### config.mk
export PLATFORM = sky130hd
export DESIGN_NAME = sn_uart_tx_buffer
export DESIGN_NICKNAME = d
export VERILOG_FILES = /design/src/rtl/sn_uart_tx_buffer.sv
export SDC_FILE = /design/constraint.sdc
export NUM_CORES = 1
export LEC_CHECK = 0
export BUFFER_PORTS_ARGS = -buffer_cell sky130_fd_sc_hd__buf_2
export CAP_MARGIN = 20
export CORE_ASPECT_RATIO = 1.1
export CORE_UTILIZATION = 55
export DETAILED_ROUTE_END_ITERATION = 6
export PLACE_DENSITY = 0.73
export SYNTH_ARGS = -nofsm -noshare
export SYNTH_HDL_FRONTEND = slang
export SYNTH_SLANG_ARGS = --single-unit
export TNS_END_PERCENT = 5
### constraint.sdc
create_clock -name clk -period 3.26 [get_ports clk]
set_input_delay 0.978 -clock clk [delete_from_list [all_inputs] [get_ports clk]]
set_output_delay 0.978 -clock clk [all_outputs]
set_load 0.005 [all_outputs]
### src/rtl/sn_uart_tx_buffer.sv
// Byte FIFO feeding sn_uart_tx one byte per tx_enable/tx_done handshake.
// Define SN_TX_BUF_OVF_CNT_EN to add the saturating ovf_count output.
module sn_uart_tx_buffer #(
    parameter int P_DEPTH      = 16,
    parameter int P_DATA_WIDTH = 8,
    parameter int P_GAP_CLKS   = 2
) (
    input  logic                      clk,
    input  logic                      rst,
    input  logic                      wr_en,
    input  logic [P_DATA_WIDTH-1:0]   wr_data,
    output logic                      full,
    output logic                      empty,
    output logic [$clog2(P_DEPTH):0]  level,
    output logic                      overflow,
    output logic                      tx_enable,
    output logic [P_DATA_WIDTH-1:0]   data_to_pc,
    input  logic                      tx_done,
    input  logic                      tx_active
`ifdef SN_TX_BUF_OVF_CNT_EN
    ,
    output logic [15:0]               ovf_count
`endif
);

    localparam int AW = $clog2(P_DEPTH);
    localparam int GW = $clog2(P_GAP_CLKS + 1);
    localparam logic [GW-1:0] GAP_INIT = GW'(P_GAP_CLKS - 1);

    typedef enum logic [1:0] {
        S_IDLE,
        S_WAIT_DONE,
        S_GAP
    } state_t;

    logic [P_DATA_WIDTH-1:0] mem_q [P_DEPTH];

    state_t                  state_q, state_d;
    logic [AW:0]             wr_ptr_q, wr_ptr_d;
    logic [AW:0]             rd_ptr_q, rd_ptr_d;
    logic [GW-1:0]           cnt_q, cnt_d;
    logic                    tx_enable_q, tx_enable_d;
    logic [P_DATA_WIDTH-1:0] data_q, data_d;
    logic                    overflow_q, overflow_d;
    logic                    push;
    logic                    drop;

    // Extra pointer MSB distinguishes full from empty when indices match.
    always_comb begin
        full  = (wr_ptr_q[AW] != rd_ptr_q[AW]) &&
                (wr_ptr_q[AW-1:0] == rd_ptr_q[AW-1:0]);
        empty = (wr_ptr_q == rd_ptr_q);
        level = wr_ptr_q - rd_ptr_q;
        push  = wr_en && !full;
        drop  = wr_en && full;
    end

    always_comb begin
        wr_ptr_d    = wr_ptr_q + (AW + 1)'(push);
        overflow_d  = overflow_q | drop;
        state_d     = state_q;
        rd_ptr_d    = rd_ptr_q;
        cnt_d       = cnt_q;
        tx_enable_d = tx_enable_q;
        data_d      = data_q;
        unique case (state_q)
            S_IDLE: begin
                if (!empty && !tx_active) begin
                    data_d      = mem_q[rd_ptr_q[AW-1:0]];
                    rd_ptr_d    = rd_ptr_q + (AW + 1)'(1);
                    tx_enable_d = 1'b1;
                    state_d     = S_WAIT_DONE;
                end
            end
            S_WAIT_DONE: begin
                if (tx_done) begin
                    tx_enable_d = 1'b0;
                    cnt_d       = GAP_INIT;
                    state_d     = S_GAP;
                end
            end
            S_GAP: begin
                if (cnt_q == '0) begin
                    state_d = S_IDLE;
                end else begin
                    cnt_d = cnt_q - GW'(1);
                end
            end
            default: state_d = S_IDLE;
        endcase
    end

    always_ff @(posedge clk) begin
        if (push) begin
            mem_q[wr_ptr_q[AW-1:0]] <= wr_data;
        end
    end

    always_ff @(posedge clk) begin
        if (!rst) begin
            state_q     <= S_IDLE;
            wr_ptr_q    <= '0;
            rd_ptr_q    <= '0;
            cnt_q       <= '0;
            tx_enable_q <= 1'b0;
            data_q      <= '0;
            overflow_q  <= 1'b0;
        end else begin
            state_q     <= state_d;
            wr_ptr_q    <= wr_ptr_d;
            rd_ptr_q    <= rd_ptr_d;
            cnt_q       <= cnt_d;
            tx_enable_q <= tx_enable_d;
            data_q      <= data_d;
            overflow_q  <= overflow_d;
        end
    end

    assign tx_enable  = tx_enable_q;
    assign data_to_pc = data_q;
    assign overflow   = overflow_q;

`ifdef SN_TX_BUF_OVF_CNT_EN
    logic [15:0] ovf_cnt_q, ovf_cnt_d;

    always_comb begin
        ovf_cnt_d = ovf_cnt_q;
        if (drop && (ovf_cnt_q != 16'hFFFF)) begin
            ovf_cnt_d = ovf_cnt_q + 16'd1;
        end
    end

    always_ff @(posedge clk) begin
        if (!rst) begin
            ovf_cnt_q <= '0;
        end else begin
            ovf_cnt_q <= ovf_cnt_d;
        end
    end

    assign ovf_count = ovf_cnt_q;
`endif

endmodule

==> flow_summary.toml <==
[clock_tree]
holdBufCountCts = 0
cts_resized = 0
cts_tree = "built"
clock_latency_ns = 0.42
clk_pin_slew_ns = 0.06
clk_path_buf_depth = 2
ctsHtreeMaxLevel = 4
cts.sinks = 152
cts_setup_buffers = 0
clock-root-buffer = "clkbuf_16"
cts_buffers = 17

[sta]
slew_headroom_pct = 49.6
setup_viol = 0
final.setup.tns_ns = 0
post-route-min-period_ns = 3.07
skew_ns = 0.00618
hold_viol_final = 0
max_freq_ghz = 0.326
hold-worst-slack_ns = 0.487
period_share_pct = 94.2
worstMarginPinSlew_ns = 0.756
grt_setup_unrepaired = "no"
drv_slew = 0

[placement]
place_congestion = 0.772
dpl.cell_count = 550
numPortBuffers = 29
hpwlAfterDp_um = 7560

[detailed_routing]
wl_per_cell_um = 20.6
vias = 3388
drt-total-wl_um = 12000
vias_per_cell = 5.82
dr.pass1.iters = 5
dr.first_iter.drc_count = 215
antenna_left = 0
post-route-drc-count = 0

[power_and_ir_drop]
peakVddDrop_mv = 0.339
clockPowerShare_pct = 40.6
p_sw_uw = 1040
p_per_area_nw_per_um2 = 644
p_seq_share_pct = 48.2
p_int_uw = 3520
p_leak_uw = 0.00236
combPwrFrac_pct = 11.2
swShare_pct = 22.7

[layout]
final_cell_mix = "edfxtp_1, mux2i_1, buf_2"
final_nets = 444
fin_cells = 582
final_common_cell = "edfxtp_1"
final_util_pct = 65.1
fill_cells = 783
antennaDiodeCount = 0
area_growth_pct = 15.6
drive_gt1_share_pct = 22.5

[floorplan]
initial_core_util_pct = 56.3
row_count = 40
die_w_um = 103
die_y_um = 113
core_area_sq_um = 10900
die_area_sq_um = 11600
io_pins = 30

[synthesis]
synth_ff_type = "edfxtp_1"
synthCells = 374
ys.warnings.count = 0
netlist_area_sq_um = 6120
synthesis.nets = 396
ys_seq_elements = 152
syn_avg_cell_area_sq_um = 16.4
synth-async-reset-ratio_pct = 0
seq_area_frac_synth_pct = 70.7
synth_edf_count = 128
yosys.cell_types.count = 38

[global_route]
grt.total_usage_pct = 23.1
grt_first_pass_wirelength_um = 18800
antenna_found_initial = 0
gr-total-overflow = 0
grt_max_degree = 48
grt_pass1_vias = 3405

[hold_path]
worstHoldPathCells = 2
hold_start = "rd_ptr_q[4]"
holdCritPathClass = "flop to flop"

[worst_setup_path]
cp-start-kind = "flop"
worst_ep_arrival_time_ns = 2.09
rrSetupSlack_ns = 0.61
crit_required_ns = 2.28
r2r-start = "rd_ptr_q[3]"
crit_path_max_fanout = 9
reg2reg_depth = 9
crit_start = "wr_ptr_q[1]"
path_class = "flop to primary output"
end_kind = "primary output"

[outcome]
status = "complete, no violations"

[run]
cap_violations = 0
cell families after synthesis:
logic type               Yosys count  share of synthesized area, %
flip-flops                       152                          70.7
AO/OA/AOI/OAI                     59                          5.77
multiplexers                      57                          13.3
AND/OR/NAND/NOR                   56                          4.62
buffers and inverters             31                          2.23
XOR/XNOR                          10                          1.43
adder cells (fa/ha/maj)            9                          1.96
path summary, 6_finish.rpt:
kind                                    end
worst max register to register  mem_q[1][7]
worst min-delay path            rd_ptr_q[4]
worst min register to register  rd_ptr_q[4]
worst max-delay path               level[4]
power groups by stage:
stage	registers (uW)	logic, uW	clock network [uW]
after floorplan	2230	346	0
after global placement	2230	502	0
after detailed placement	2240	512	0
after CTS	2200	517	1870
after global routing	2200	567	1960
final	2200	511	1850
per-stage QoR:
step / worst slack [ns] / power [uW] / cell area, sq um
2_1_floorplan: 0.129 / 2580 / 6120
3_3_place_gp: 0.597 / 2740 / 6510
3_5_place_dp: 0.556 / 2750 / 6510
4_1_cts: 0.107 / 4590 / 7070
5_1_grt: 0.0394 / 4730 / 7070
6_report: 0.189 / 4560 / 7070
Yosys cell counts (2+ instances only):
| cell | n | area, sq um |
|---|---|---|
| a211oi_1 | 8 | 60.1 |
| a21o_1 | 2 | 15.0 |
| a21oi_1 | 17 | 85.1 |
| and2_1 | 3 | 18.8 |
| and4_1 | 2 | 17.5 |
| buf_2 | 7 | 35.0 |
| clkbuf_1 | 8 | 30.0 |
| dfxtp_1 | 24 | 480 |
| edfxtp_1 | 128 | 3840 |
| ha_1 | 8 | 100 |
| inv_1 | 12 | 45.0 |
| mux2_2 | 8 | 90.1 |
| mux2i_1 | 33 | 330 |
| mux4_1 | 9 | 236 |
| mux4_2 | 7 | 158 |
| nand2_1 | 5 | 18.8 |
| nand2b_1 | 4 | 25.0 |
| nand3_1 | 7 | 35.0 |
| nand3b_1 | 2 | 15.0 |
| nor2_1 | 21 | 78.8 |
| nor3_1 | 5 | 25.0 |
| nor4_1 | 3 | 18.8 |
| o21ai_0 | 12 | 60.1 |
| o22ai_1 | 16 | 100 |
| or3b_2 | 2 | 17.5 |
| xnor2_1 | 6 | 52.6 |
| xor2_1 | 4 | 35.0 |
sequential cells by signal, indices dropped and copies added (netlist names):
signal      count
cnt_q           2
data_to_pc      8
mem_q         128
overflow        1
rd_ptr_q        5
state_q         2
tx_enable       1
wr_ptr_q        5
critical path: stages (launching register included):
cell and delay (ns):
dfxtp_1 0.52, inv_1 0.16, fa_1 0.48, inv_1 0.07, a21o_1 0.11, a21oi_1 0.07, xor2_1 0.14, buf_2 0.14
layout make-up:
type | count | area (sq um) | area share (%)
sequential | 152 | 4330 | 61.2
inverter | 13 | 48.8 | 0.690
timing repair buffer | 47 | 280 | 3.96
tap | 147 | 184 | 2.60
multi-input combinational | 191 | 1670 | 23.6
clock inverter | 13 | 131 | 1.86
clock buffer | 19 | 433 | 6.12
layer usage:
metal	global-route usage, %	up-vias	part of all wire, %
li1	-	1563	-
met5	0	-	0
met3	6.29	20	4.2
met4	9.43	0	2.4
met2	35.1	94	49
met1	31.7	1711	44
Note: power is estimated with default switching activity, not from simulation.
